<file path="config.mk">
export PLATFORM = sky130hd
export DESIGN_NAME = axi_ar_rr_scheduler
export DESIGN_NICKNAME = d
export VERILOG_FILES = /design/src/rtl/axi_ar_rr_scheduler.sv
export SDC_FILE = /design/constraint.sdc
export NUM_CORES = 1
export LEC_CHECK = 0
export CORE_AREA = 2 2 101 103
export CTS_CLUSTER_SIZE = 24
export DETAILED_ROUTE_END_ITERATION = 10
export DIE_AREA = 0 0 103 105
export DONT_BUFFER_PORTS = 1
export GPL_TIMING_DRIVEN = 0
export PLACE_DENSITY = 0.48
export SLEW_MARGIN = 20
export SYNTH_ARGS = -nofsm -noshare
export SYNTH_HDL_FRONTEND = slang
export SYNTH_SLANG_ARGS = --single-unit
</file>
<file path="constraint.sdc">
create_clock -name clk -period 3.7 [get_ports clk]
set_clock_uncertainty 0.05 [all_clocks]
set_input_delay 0.74 -clock clk [delete_from_list [all_inputs] [get_ports clk]]
set_output_delay 0.74 -clock clk [all_outputs]
set_load 0.05 [all_outputs]
</file>
<file path="src/rtl/axi_ar_rr_scheduler.sv">
// axi_ar_rr_scheduler: round-robin owner of one AR address generator.
// Optional watchdog on WAIT_LAST: define AXI_AR_SCHED_TIMEOUT_EN.
module axi_ar_rr_scheduler #(
    parameter int  NUM_REQ = 4,
    parameter int  ADDR_W  = 32,
    parameter int  TIMEOUT = 1024,
    localparam int ID_W    = $clog2(NUM_REQ)
) (
    input  logic                      clk,
    input  logic                      reset,
    input  logic [NUM_REQ-1:0]        req_valid,
    input  logic [NUM_REQ*ADDR_W-1:0] req_addr,
    input  logic [NUM_REQ*8-1:0]      req_len,
    input  logic [NUM_REQ*3-1:0]      req_size,
    input  logic [NUM_REQ*2-1:0]      req_burst,
    input  logic [NUM_REQ*3-1:0]      req_prot,
    output logic [NUM_REQ-1:0]        req_ready,
    output logic                      ag_valid,
    input  logic                      ag_ready,
    output logic [ADDR_W-1:0]         ag_addr,
    output logic [7:0]                ag_len,
    output logic [2:0]                ag_size,
    output logic [1:0]                ag_burst,
    output logic [2:0]                ag_prot,
    input  logic                      rvalid_in,
    input  logic                      rready_in,
    input  logic                      rlast_in,
    output logic [ID_W-1:0]           grant_id,
    output logic                      busy
`ifdef AXI_AR_SCHED_TIMEOUT_EN
    ,
    output logic                      err_timeout
`endif
);

    typedef enum logic [1:0] {
        IDLE      = 2'd0,
        ISSUE     = 2'd1,
        WAIT_LAST = 2'd2
    } state_e;

    state_e             state_q, state_d;
    logic [ID_W-1:0]    rr_ptr_q, rr_ptr_d;
    logic [ID_W-1:0]    grant_id_q, grant_id_d;
    logic               busy_q, busy_d;
    logic               ag_valid_q, ag_valid_d;
    logic [ADDR_W-1:0]  ag_addr_q, ag_addr_d;
    logic [7:0]         ag_len_q, ag_len_d;
    logic [2:0]         ag_size_q, ag_size_d;
    logic [1:0]         ag_burst_q, ag_burst_d;
    logic [2:0]         ag_prot_q, ag_prot_d;

`ifdef AXI_AR_SCHED_TIMEOUT_EN
    logic [15:0]        cnt_q, cnt_d;
    logic               err_q, err_d;
`endif

    logic               any_req;
    logic [ID_W-1:0]    sel;
    logic [ID_W-1:0]    idx;
    logic               r_last_hs;

    assign r_last_hs = rvalid_in & rready_in & rlast_in;

    // Round-robin pick: first valid queue after the previous owner
    always_comb begin
        any_req = 1'b0;
        sel     = '0;
        idx     = '0;
        for (int k = 1; k <= NUM_REQ; k++) begin
            idx = ID_W'((int'(rr_ptr_q) + k) % NUM_REQ);
            if (!any_req && req_valid[idx]) begin
                any_req = 1'b1;
                sel     = idx;
            end
        end
    end

    // Next-state, pop strobe and descriptor capture
    always_comb begin
        state_d    = state_q;
        rr_ptr_d   = rr_ptr_q;
        grant_id_d = grant_id_q;
        busy_d     = busy_q;
        ag_valid_d = ag_valid_q;
        ag_addr_d  = ag_addr_q;
        ag_len_d   = ag_len_q;
        ag_size_d  = ag_size_q;
        ag_burst_d = ag_burst_q;
        ag_prot_d  = ag_prot_q;
        req_ready  = '0;
`ifdef AXI_AR_SCHED_TIMEOUT_EN
        cnt_d      = cnt_q;
        err_d      = 1'b0;
`endif
        unique case (state_q)
            IDLE: begin
                if (any_req && !reset) begin
                    req_ready[sel] = 1'b1;
                    ag_addr_d  = req_addr[int'(sel)*ADDR_W +: ADDR_W];
                    ag_len_d   = req_len[int'(sel)*8 +: 8];
                    ag_size_d  = req_size[int'(sel)*3 +: 3];
                    ag_burst_d = req_burst[int'(sel)*2 +: 2];
                    ag_prot_d  = req_prot[int'(sel)*3 +: 3];
                    grant_id_d = sel;
                    rr_ptr_d   = sel;
                    ag_valid_d = 1'b1;
                    busy_d     = 1'b1;
                    state_d    = ISSUE;
                end
            end
            ISSUE: begin
                if (ag_ready) begin
                    ag_valid_d = 1'b0;
                    state_d    = WAIT_LAST;
`ifdef AXI_AR_SCHED_TIMEOUT_EN
                    cnt_d      = '0;
`endif
                end
            end
            WAIT_LAST: begin
                if (r_last_hs) begin
                    busy_d  = 1'b0;
                    state_d = IDLE;
                end
`ifdef AXI_AR_SCHED_TIMEOUT_EN
                else if (cnt_q == 16'(TIMEOUT - 1)) begin
                    busy_d  = 1'b0;
                    err_d   = 1'b1;
                    state_d = IDLE;
                end else begin
                    cnt_d = cnt_q + 16'd1;
                end
`endif
            end
            default: begin
                busy_d     = 1'b0;
                ag_valid_d = 1'b0;
                state_d    = IDLE;
            end
        endcase
    end

    // State and registered outputs; reset abandons any burst in flight
    always_ff @(posedge clk) begin
        if (reset) begin
            state_q    <= IDLE;
            rr_ptr_q   <= ID_W'(NUM_REQ - 1);
            grant_id_q <= '0;
            busy_q     <= 1'b0;
            ag_valid_q <= 1'b0;
            ag_addr_q  <= '0;
            ag_len_q   <= '0;
            ag_size_q  <= '0;
            ag_burst_q <= '0;
            ag_prot_q  <= '0;
`ifdef AXI_AR_SCHED_TIMEOUT_EN
            cnt_q      <= '0;
            err_q      <= 1'b0;
`endif
        end else begin
            state_q    <= state_d;
            rr_ptr_q   <= rr_ptr_d;
            grant_id_q <= grant_id_d;
            busy_q     <= busy_d;
            ag_valid_q <= ag_valid_d;
            ag_addr_q  <= ag_addr_d;
            ag_len_q   <= ag_len_d;
            ag_size_q  <= ag_size_d;
            ag_burst_q <= ag_burst_d;
            ag_prot_q  <= ag_prot_d;
`ifdef AXI_AR_SCHED_TIMEOUT_EN
            cnt_q      <= cnt_d;
            err_q      <= err_d;
`endif
        end
    end

    assign ag_valid = ag_valid_q;
    assign ag_addr  = ag_addr_q;
    assign ag_len   = ag_len_q;
    assign ag_size  = ag_size_q;
    assign ag_burst = ag_burst_q;
    assign ag_prot  = ag_prot_q;
    assign grant_id = grant_id_q;
    assign busy     = busy_q;
`ifdef AXI_AR_SCHED_TIMEOUT_EN
    assign err_timeout = err_q;
`endif

endmodule
</file>
* Yosys cells after proc, flatten, opt, wreduce, memory -nomap -nowiden *
Cells that the tools add are included.

storage, ports and cells
  bits of input ports = 202
  logic and storage cells = 78
  output and inout port bits = 56
  register bits after elaboration = 56

operators by class
  bitwise logic cells = 4
  reduce and logical (&&, ||, !) cells = 14
  shift operators = 5
  mux-type cells = 29
  $mul = 1
  $add $sub $neg = 4
  magnitude comparators = 6
  equal/unequal tests = 5

operators with widths
  kind                 number
  $shiftx 128x8->32    1
  $shiftx 12x32->3     1
  $shiftx 32x6->8      1
  $lt 2x3->1 const B   5
  $mux 2               7
  $mux 1               12
  $shiftx 12x5->3      1
  $reduce_and 3->1     3
  $bmux 1 s2           4
  $mux 4               2
  $shiftx 8x4->2       1
  $ne 2x2->1 const B   3
  $pmux 1 s3           2
  $pmux 2 s3           1
  $logic_and 1x1->1    5
  $add 2x1->2 const B  2
  $add 2x2->2 const B  2
  $logic_not 1->1      4
  $mul 2x2->4 const B  1
  $and 1x1->1          2
  $demux 1 s2          1
  $eq 2x1->1 const B   1
  $eq 2x2->1 const B   1
  $ge 2x1->1 const B   1
  other kinds (3)      4

* Depth between registers and ports, before layout *
Gate-level depths: netlist of the first run.

  word-level depth = 19
  depth in mapped cells = 9
  gate-level depth less buffers = 5

* Worst setup path before layout of the first run *
No wires, ideal clock.

  kind = input to output
  start = input port reset
  end = output port req_ready[1]
  required time = 2.910 ns
  stages = 6
  setup slack = 0.582 ns
  buffers on the path = 3
  arrival time = 2.328 ns
  cell sequence = buf_1 nor4_1 nand2b_1 buf_2 clkbuf_1 nor2b_1

on the way
  word-level cells in the longest chain between the ends = 4

RTL lines
  element            line  RTL
  start, declared    10    input logic reset,
  $logic_not 1->1    98    if (any_req && !reset) begin
  $logic_and 1x1->1  98
  $mux 4             98
  $mux 4             96    unique case (state_q)
  end, declared      17    output logic [NUM_REQ-1:0] req_ready,

Every way passes these cells.

* Worst setup path in the final report of the first run *
  start = input port reset
  end = output port req_ready[0]

The elaborated chain is that of the path after synthesis.

==> metrics.md, run 1 <==
| Metric | Value |
|---|---|
| Status | `complete, no violations` |
| Port Buffers | `0` |
| Dominant synthesized flop cell | `dfxtp_1` |
| Post-Syn Area | `3550 sq um` |
| Worst Reg-to-Reg Cells | `9` |
| H-tree depth | `2` |
| Gr ovfl total | `0` |
| Top cells by count, synth | `56 x dfxtp_1, 51 x nand2_1, 49 x a21o_1, 49 x mux2i_1, 49 x nand3_1` |
| CTS sink cnt | `56` |
| Simple-Gate Fraction of Synth Area | `0.166` |
| Seq cells post-synth | `56` |
| YS warnings | `0` |
| Hold EP | `state_q[1]` |
| Syn_area_per_cell | `8.14 sq um` |
| Vias in the first global route | `3,406` |
| Width of the die | `103 microns` |
| Total Routing Usage GR | `0.225` |
| Nets | `645` |
| Synthesized net count | `638` |
| R2R Path Start | `rr_ptr_q[1]` |
| CP max-delay cell | `nor2_2` |
| Setup TNS | `0 ns` |
| Routed wire per std cell | `21.9 microns` |
| Sequential share of the synthesized area | `0.316` |
| CP max FO | `10` |
| Crit-path max cell delay | `0.55 ns` |
| Final Cycle Share | `0.901` |
| Rows | `36` |
| Post-route ant nets | `0` |
| Netlist cell types | `35` |
| Via density | `5.78` |
| Static leakage power | `1.45 nW` |
| Post-CTS Repair Setup Buffers | `0` |
| Period minus WS final | `3.33 ns` |
| Pwr Density | `553 nW/um^2` |
| Worst min-delay path startpoint | `state_q[0]` |
| Final Hold Vio Count | `0` |
| Router iterations before antenna repair | `4` |
| FF-to-FF End | `ag_prot[2]` |
| Post-route cell area | `3830 sq um` |
| Worst setup EP type | `output pin` |
| Power, Total | `2.12 mW` |
| Layout cells sized above 1 | `0.0833` |
| Synth top area cells | `dfxtp_1 32%, mux2i_1 14%, a21o_1 10%` |
| # setup viols final | `0` |
| First-pass GRT wire length | `18.6 mm` |
| CP cell instances | `buf_1, nor4_1, nand2b_1, buf_2, clkbuf_1, nor2_2` |
| Die Y-Extent | `105 microns` |
| Initial core utilization | `0.368` |
| Largest family of logic cells by synthesized area | `compound AO/OA/AOI/OAI gates` |
| CTS tree | `built` |
| Worst-path clk slew | `0.10 ns` |
| Worst-margin pin slew | `0.714 ns` |
| Initial antenna violation count | `0` |
| Core Box Area | `9640 sq um` |
| Maximum VDD drop | `0.000227 V` |
| Complex-gate fraction of the synthesized area | `0.305` |
| DRT iter0 DRCs | `105` |
| Crit Path Class | `in -> out` |
| Critical Path Start Type | `primary input` |
| Drt drc | `0` |
| RePlAce Congestion | `0.798` |
| Most area-hungry cell type in the Yosys netlist | `dfxtp_1` |
| Die Area | `10,800 sq um` |
| Ys async rst share | `0` |
| Data required, critical path | `2.91 ns` |
| Worst Hold Class | `reg -> reg` |
| EDFF count, synth | `0` |
| Vias | `3,336` |
| Multiplexer share of the synthesized area | `0.144` |
| Antenna diode count | `0` |
| Synthesized-area fraction occupied by adder cells | `0` |
| DP Wirelength | `9.79 mm` |
| Area after DPL | `3720 sq um` |
| Worst-skew pair later-pin latency | `0.31 ns` |
| Clk buf depth | `2` |
| Slew HR | `0.524` |
| Total CTS buffers | `5` |
| Share of the synthesized area in the top cell type | `0.316` |
| Largest net degree at the start of global routing | `17` |
| Max cap viols | `0` |
| Flop2flop setup slack | `1.60 ns` |
| Fin. max-slew vios | `0` |
| Post-cts hold buffer count | `0` |
| Peak Freq | `0.300 GHz` |
| Hold path depth | `2` |
| Syn Inst Count | `436` |
| Area growth syn-to-layout | `8.00%` |
| Root cell of the clock tree | `clkbuf_8` |
| XOR/XNOR share of the synthesized area | `0` |
| I/O pin count | `258` |
| Total Wirelength | `12.6 mm` |
| RSZ-0062 raised after global routing | `no` |
| Final core utilization | `0.398` |
| WP data arrival | `2.54 ns` |
| Most common cell in the netlist | `dfxtp_1` |
repair_timing:
item                                   CTS  global route
setup endpoints to repair                0             4
endpoints found under the hold margin    0             0
gates resized for setup                  0             4
worst max-delay path, delay by kind of cell:
family	cells	cell delay (ns)
buffers and inverters	3	0.69
and+or+nand+nor	3	1.10
final cells by class:
type | count | area (sq um)
fill | 1060 | 5800
multi-input combinational | 335 | 2200
sequential | 56 | 1120
buffer | 43 | 236
tap | 133 | 166
clock buffer | 6 | 72.6
clock inverter | 2 | 35.0
inverter | 2 | 7.51
cells by family (layout without fill, tap and decap cells):
kind of cell	Yosys count	after routing
DFF	56	56
AOI/OAI and AO/OA	160	160
muxes	50	50
and+or+nand+nor	125	125
buffers and inverters	45	53
stage by stage:
step | setup WS (ns) | hold slack (ns) | instances
6_report | 0.367 | 0.516 | 577
5_1_grt | 0.195 | 0.514 | 577
4_1_cts | 0.102 | 0.518 | 577
3_5_place_dp | 0.122 | 0.500 | 569
3_3_place_gp | 0.107 | 0.491 | 569
2_1_floorplan | 0.582 | 0.467 | 436
worst max path at each step:
| stage | to | startpoint | slack (ns) |
|---|---|---|---|
| after global routing | req_ready[3] | reset | 0.19 |
| after floorplan | req_ready[1] | reset | 0.58 |
| after global placement | req_ready[0] | reset | 0.11 |
| after detailed placement | req_ready[0] | reset | 0.12 |
| final | req_ready[0] | reset | 0.37 |
| after CTS | req_ready[2] | reset | 0.10 |
cell usage in the layout (no fill, tap or decap), types with 3 or more instances in the layout:
| master | count |
|---|---|
| o21bai_1 | 3 |
| nand2_1 | 51 |
| buf_6 | 3 |
| a21o_1 | 49 |
| mux2i_1 | 49 |
| o21ai_0 | 48 |
| a21oi_1 | 4 |
| clkbuf_1 | 25 |
| dfxtp_1 | 56 |
| nand3b_1 | 3 |
| o211ai_1 | 48 |
| nor2_2 | 3 |
| nand3_1 | 49 |
| nor2b_2 | 3 |
| buf_2 | 10 |
| nor2_1 | 8 |
| clkbuf_8 | 5 |
report_power, final:
group	total [mW]	internal, mW	switching, mW
logic	0.567	0.235	0.332
clock network	0.411	0.202	0.209
registers	1.14	0.709	0.433
registers in the layout, indices dropped and copies added, names as in the netlist:
name,flops
ag_size,3
rr_ptr_q,2
ag_valid,1
ag_addr,32
ag_len,8
grant_id,2
ag_burst,2
state_q,2
busy,1
ag_prot,3
routing by layer:
metal / up-vias / routed length (microns) / global-route usage
met5: - / 0 / 0
met4: 0 / 143 / 0.0451
met3: 9 / 1120 / 0.0662
met2: 169 / 6400 / 0.404
met1: 1556 / 4950 / 0.261
li1: 1602 / - / -
Note: power is estimated with default switching activity, not from simulation.
==> run 2: changes to the inputs <==
Settings changed: CORE_AREA 2 2 101 103 to not set, CORE_ASPECT_RATIO set to 0.9, CORE_MARGIN set to 1.5, CORE_UTILIZATION set to 30, DIE_AREA 0 0 103 105 to not set, PLACE_DENSITY 0.48 to 0.41, SLEW_MARGIN 20 to 25.
==> run 2 against run 1 <==
- fmax decreased by 5.8%
- critical path type unchanged
- via count rose by 0.57%
- cell area is 1.6% higher
==> metrics.md, run 2 (same netlist as run 1, synthesis figures left out) <==
| Metric | Value |
|---|---|
| Status | `complete, no violations` |
| Worst-margin pin slew | `0.927 ns (+0.213 ns)` |
| Via density | `5.59 (-3.3%)` |
| RSZ-0062 raised after global routing | `no` |
| Power, Total | `2.22 mW (+4.7%)` |
| I/O pin count | `258 (unchanged)` |
| Root cell of the clock tree | `clkbuf_16` |
| Multi-input logic area | `2190 sq um (-0.34%)` |
| Initial core utilization | `0.309 (-0.0591)` |
| WP data arrival | `2.75 ns (+0.21 ns)` |
| Fin. max-slew vios | `0 (unchanged)` |
| Post-route ant nets | `0 (unchanged)` |
| Routed wire per std cell | `21.6 microns (-1.3%)` |
| Worst Hold Class | `reg -> reg` |
| Post-cts hold buffer count | `0 (unchanged)` |
| Final Cycle Share | `0.957 (+0.0560)` |
| Static leakage power | `1.47 nW (+1.4%)` |
| Total Routing Usage GR | `0.199 (-0.0259)` |
| Layout cells sized above 1 | `0.0788 (-0.00450)` |
| DRT iter0 DRCs | `200 (+90%)` |
| Crit-path max cell delay | `0.80 ns (+0.25 ns)` |
| Initial antenna violation count | `1 (+1)` |
| First-pass GRT wire length | `19.2 mm (+2.8%)` |
| Antenna diode count | `0 (unchanged)` |
| H-tree depth | `2 (unchanged)` |
| Area growth syn-to-layout | `9.76%` |
| Total CTS buffers | `5 (unchanged)` |
| RePlAce Congestion | `0.773 (-3.1%)` |
| Worst setup EP type | `output pin` |
| Max cap viols | `0 (unchanged)` |
| Nets | `645 (unchanged)` |
| Most common cell after layout, fill and taps aside | `dfxtp_1` |
| DP Wirelength | `10.0 mm (+2.1%)` |
| Largest net degree at the start of global routing | `17 (unchanged)` |
| R2R Path Start | `rr_ptr_q[1]` |
| Final Hold Vio Count | `0 (unchanged)` |
| Period minus WS final | `3.54 ns (+0.207 ns)` |
| Die Y-Extent | `106 microns (+1.2%)` |
| Drt drc | `0 (unchanged)` |
| Vias in the first global route | `3,319 (-2.6%)` |
| Core Box Area | `11,500 sq um (+19%)` |
| Pwr Density | `570 nW/um^2 (+3.1%)` |
| Data required, critical path | `2.91 ns (about the same)` |
| # setup viols final | `0 (unchanged)` |
| Commonest non-fill, non-tap cells in the layout | `56 x dfxtp_1, 51 x nand2_1, 49 x a21o_1, 49 x mux2i_1, 49 x nand3_1` |
| CP cell instances | `buf_1, nor4_1, nand2b_1, buf_2, clkbuf_1, nor2b_1` |
| Register area | `1120 sq um (unchanged)` |
| Maximum VDD drop | `0.000213 V (-6.4%)` |
| Width of the die | `118 microns (+14%)` |
| CP max FO | `10 (unchanged)` |
| Area after DPL | `3750 sq um (+0.77%)` |
| Gr ovfl total | `0 (unchanged)` |
| CTS tree | `built` |
| Post-route cell area | `3900 sq um (+1.6%)` |
| Max FFs per register | `32 (unchanged)` |
| Slew HR | `0.381 (-0.143)` |
| Crit Path Class | `in -> out` |
| Critical Path Start Type | `primary input` |
| Clk buf depth | `2 (unchanged)` |
| Worst-path clk slew | `0.08 ns (-0.02 ns)` |
| Fill cells | `1,281 (+21%)` |
| Die Area | `12,500 sq um (+16%)` |
| Rows | `37 (+2.8%)` |
| Worst min-delay path startpoint | `state_q[0]` |
| CP startpoint | `reset` |
| CTS sink cnt | `56 (unchanged)` |
| Vias | `3,355 (+0.57%)` |
| Peak Freq | `0.283 GHz (-5.8%)` |
| Setup TNS | `0 ns (unchanged)` |
| Worst-skew pair later-pin latency | `0.30 ns (about the same)` |
| Router iterations before antenna repair | `4 (unchanged)` |
| Port Buffers | `0 (unchanged)` |
| Total Wirelength | `12.9 mm (+2.6%)` |
| CP max-delay cell | `nor2b_1` |
-- run 2: cell count changes in the layout (fill, tap and decap cells not counted), sizes merged --
cell / delta
bufinv: -1
clkinv: +1
-- run 2: final timing paths --
check	slack, ns	cells after the start	endpoint
setup / recovery	0.16	6	req_ready[1]
hold / removal	0.52	2	state_q[1]
setup reg to reg	1.50	7	ag_addr[31]
hold reg to reg	0.52	2	state_q[1]
-- run 2: worst max-delay path, delay by kind of cell --
family | cells | cell delay (ns)
buffers and inverters | 3 | 0.64
and+or+nand+nor | 3 | 1.35
-- run 2: power breakdown --
group,switching (mW),internal (mW)
Combinational,0.336,0.234
Sequential,0.434,0.710
Clock,0.238,0.269
Total,1.01,1.21
-- run 2: per-stage QoR --
stage               instances  setup WS [ns]  hold slack [ns]  utilization
floorplan                 436          0.582            0.467            -
global placement          592         0.0689            0.496        0.326
detailed placement        592         0.0682            0.510        0.326
CTS                       600         0.0583            0.521        0.339
global route              600       0.000667            0.564        0.339
finish                    600          0.160            0.517        0.339
-- run 2: routing by layer --
layer,wire (microns),vias to the layer above,track usage
met5,14,-,0
met4,129,2,0.0436
met3,1160,11,0.0655
met2,6370,176,0.353
met1,5270,1561,0.234
li1,-,1605,-
-- run 2: final cells by class --
cell class,count,area share
plain buffers,43,0.0607
multi-input cells,335,0.561
inverters,2,0.00193
clock inverters,2,0.00257
flip-flops and latches,56,0.288
clock buffers,6,0.0356
well taps,156,0.0501
-- run 2: timing repair --
action | CTS | global route
endpoints found under the setup margin | 0 | 1
buffers inserted | 0 | 0
endpoints found under the hold margin | 0 | 0
gates resized for setup | 0 | 1
==> run 3: changes to the inputs <==
Settings changed: CELL_PAD_IN_SITES_DETAIL_PLACEMENT set to 0, CELL_PAD_IN_SITES_GLOBAL_PLACEMENT set to 1, PLACE_DENSITY 0.41 to 0.56.
==> run 3 against run 2 <==
- routed wire length increased by 1.3%
- sequential share of layout area about the same
- sequential power hardly changed
- power shrank 0.40%
- flip-flop and latch count unchanged
- via count rose by 0.12%
- fmax grew 2.9%
- die area is the same
- non-clock buffer count stayed put
- worst setup slack better by 0.099 ns
==> metrics.md, run 3 (same netlist as run 1, synthesis figures left out) <==
| Metric | Value |
|---|---|
| Flop2flop setup slack | `1.54 ns (+0.04 ns)` |
| Final Cycle Share | `0.930 (-0.0267)` |
| Width of the die | `118 microns (unchanged)` |
| Cell Int Power | `1.22 mW (+0.33%)` |
| Worst-path clk slew | `0.07 ns (about the same)` |
| CP max-delay cell | `nor2_2` |
| Total CTS buffers | `5 (unchanged)` |
| Register share of total power | `0.517 (+0.002)` |
| Die Y-Extent | `106 microns (unchanged)` |
| Vias | `3,359 (+0.12%)` |
| Crit-path max cell delay | `0.56 ns (-0.24 ns)` |
| Initial core utilization | `0.309 (unchanged)` |
| Hold path depth | `2 (unchanged)` |
| Total Wirelength | `13.1 mm (+1.3%)` |
| Power, Total | `2.21 mW (-0.40%)` |
| Area growth syn-to-layout | `9.90%` |
| Largest net degree at the start of global routing | `16 (-1)` |
| WP data arrival | `2.65 ns (-0.10 ns)` |
| DRT iter0 DRCs | `149 (-26%)` |
| Nets | `645 (unchanged)` |
| Die Area | `12,500 sq um (unchanged)` |
| CTS tree | `built` |
| Worst min-delay path startpoint | `state_q[0]` |
| CTS sink cnt | `56 (unchanged)` |
| Placed Cells | `592 (unchanged)` |
| Worst Reg-to-Reg Cells | `7 (unchanged)` |
| Crit Path Class | `in -> out` |
| Port Buffers | `0 (unchanged)` |
| Hold EP | `state_q[1]` |
| R2R Path Start | `rr_ptr_q[1]` |
| Comb pwr share | `0.260 (+0.003)` |
| Commonest non-fill, non-tap cells in the layout | `56 x dfxtp_1, 51 x nand2_1, 49 x a21o_1, 49 x mux2i_1, 49 x nand3_1` |
| Via density | `5.60 (+0.12%)` |
| Clk buf depth | `2 (unchanged)` |
| Worst-skew pair later-pin latency | `0.29 ns (about the same)` |
| Critical Path Start Type | `primary input` |
| I/O pin count | `258 (unchanged)` |
| DP Wirelength | `10.1 mm (+1.2%)` |
| H-tree depth | `2 (unchanged)` |
| Root cell of the clock tree | `clkbuf_16` |
| # setup viols final | `0 (unchanged)` |
| Gr ovfl total | `0 (unchanged)` |
| RSZ-0062 raised after global routing | `no` |
| Final std cells w/o fill | `600 (unchanged)` |
| Initial antenna violation count | `0 (-1)` |
| Static leakage power | `1.46 nW (-0.28%)` |
| CP max FO | `10 (unchanged)` |
| Antenna diode count | `0 (unchanged)` |
| Drt drc | `0 (unchanged)` |
| FF-to-FF End | `ag_burst[1]` |
| Max cap viols | `0 (unchanged)` |
| Worst Hold Class | `reg -> reg` |
| Rows | `37 (unchanged)` |
| Switching part of the total power | `0.450 (-0.00401)` |
| Data required, critical path | `2.91 ns (about the same)` |
| Max FFs per register | `32 (unchanged)` |
| Final Hold Vio Count | `0 (unchanged)` |
| Post-CTS Repair Setup Buffers | `0 (unchanged)` |
| Core Box Area | `11,500 sq um (unchanged)` |
| Pwr Density | `567 nW/um^2 (-0.53%)` |
| Clk network pwr share | `0.223 (-0.005)` |
| Worst-margin pin slew | `0.765 ns (-0.163 ns)` |
| Maximum VDD drop | `0.000262 V (+23%)` |
| Status | `complete, no violations` |
| RePlAce Congestion | `0.778 (+0.62%)` |
| Most common cell after layout, fill and taps aside | `dfxtp_1` |
| Routed wire per std cell | `21.8 microns (+1.3%)` |
| Vias in the first global route | `3,223 (-2.9%)` |
| Peak Freq | `0.291 GHz (+2.9%)` |
| Router iterations before antenna repair | `4 (unchanged)` |
| CP cell instances | `buf_1, nor4_1, nand2b_1, buf_2, clkbuf_1, nor2_2` |
| Fill cells | `1,277 (-0.31%)` |
| Psw | `995 uW (-1.3%)` |
| Total Routing Usage GR | `0.199 (about the same)` |
| Setup TNS | `0 ns (unchanged)` |
| Post-route ant nets | `0 (unchanged)` |
| First-pass GRT wire length | `19.2 mm (+0.29%)` |
| Period minus WS final | `3.44 ns (-0.0988 ns)` |
| Layout cells sized above 1 | `0.0811 (+0.00225)` |
| Slew HR | `0.490 (+0.110)` |
| Worst setup EP type | `output pin` |
| Fin. max-slew vios | `0 (unchanged)` |
==> run 3: changes by cell type in the layout (fill, tap and decap cells not counted), sizes merged <==
cell,delta
clkbuf,+2
clkinv,-2
==> run 3: cell type report <==
| class | count | area, sq um | share of cell area |
|---|---|---|---|
| sequential | 56 | 1120 | 0.287 |
| clock buffer | 8 | 146 | 0.0375 |
| buffer | 43 | 236 | 0.0606 |
| inverter | 2 | 7.51 | 0.00192 |
| tap | 156 | 195 | 0.0500 |
| multi-input combinational | 335 | 2200 | 0.563 |
==> run 3: how the worst max path moves through the flow <==
stage | from | endpoint | slack, ns | depth (start not counted)
6_report | reset | req_ready[0] | 0.26 | 6
5_1_grt | reset | req_ready[0] | 0.16 | 6
4_1_cts | reset | req_ready[0] | 0.04 | 6
3_5_place_dp | reset | req_ready[0] | 0.05 | 6
3_3_place_gp | reset | req_ready[0] | 0.03 | 6
2_1_floorplan | reset | req_ready[1] | 0.58 | 6
==> run 3: worst max-delay path: cells and delay by family <==
kind	cells	cell delay [ns]
buf+inv	3	0.72
simple gates	3	1.18
==> run 3: power groups by stage <==
stage,Sequential [mW],Combinational (mW),Clock (mW)
6_report,1.14,0.575,0.494
5_1_grt,1.15,0.641,0.536
4_1_cts,1.15,0.582,0.513
3_5_place_dp,1.16,0.581,0
3_3_place_gp,1.16,0.571,0
2_1_floorplan,1.13,0.448,0
==> run 3: through the flow <==
step	worst slack (ns)	util	instance area [sq um]	hold slack (ns)
floorplan	0.582	-	3550	0.467
global placement	0.0310	0.326	3750	0.500
detailed placement	0.0491	0.326	3750	0.506
CTS	0.0411	0.339	3890	0.517
global route	0.158	0.340	3900	0.549
finish	0.259	0.340	3900	0.516
==> run 3: what timing repair did <==
item,in CTS,in global routing
gates resized for setup,0,4
hold buffers,0,0
endpoints found under the setup margin,0,4
hold endpoints to repair,0,0
==> run 3: metal layers <==
layer	routed length (microns)	share of wire	up-vias	global-route usage
met5	0	0	-	0
met1	5500	0.42	1583	0.248
li1	-	-	1606	-
met3	1180	0.090	7	0.0649
met4	76	0.0058	0	0.0331
met2	6360	0.48	163	0.340
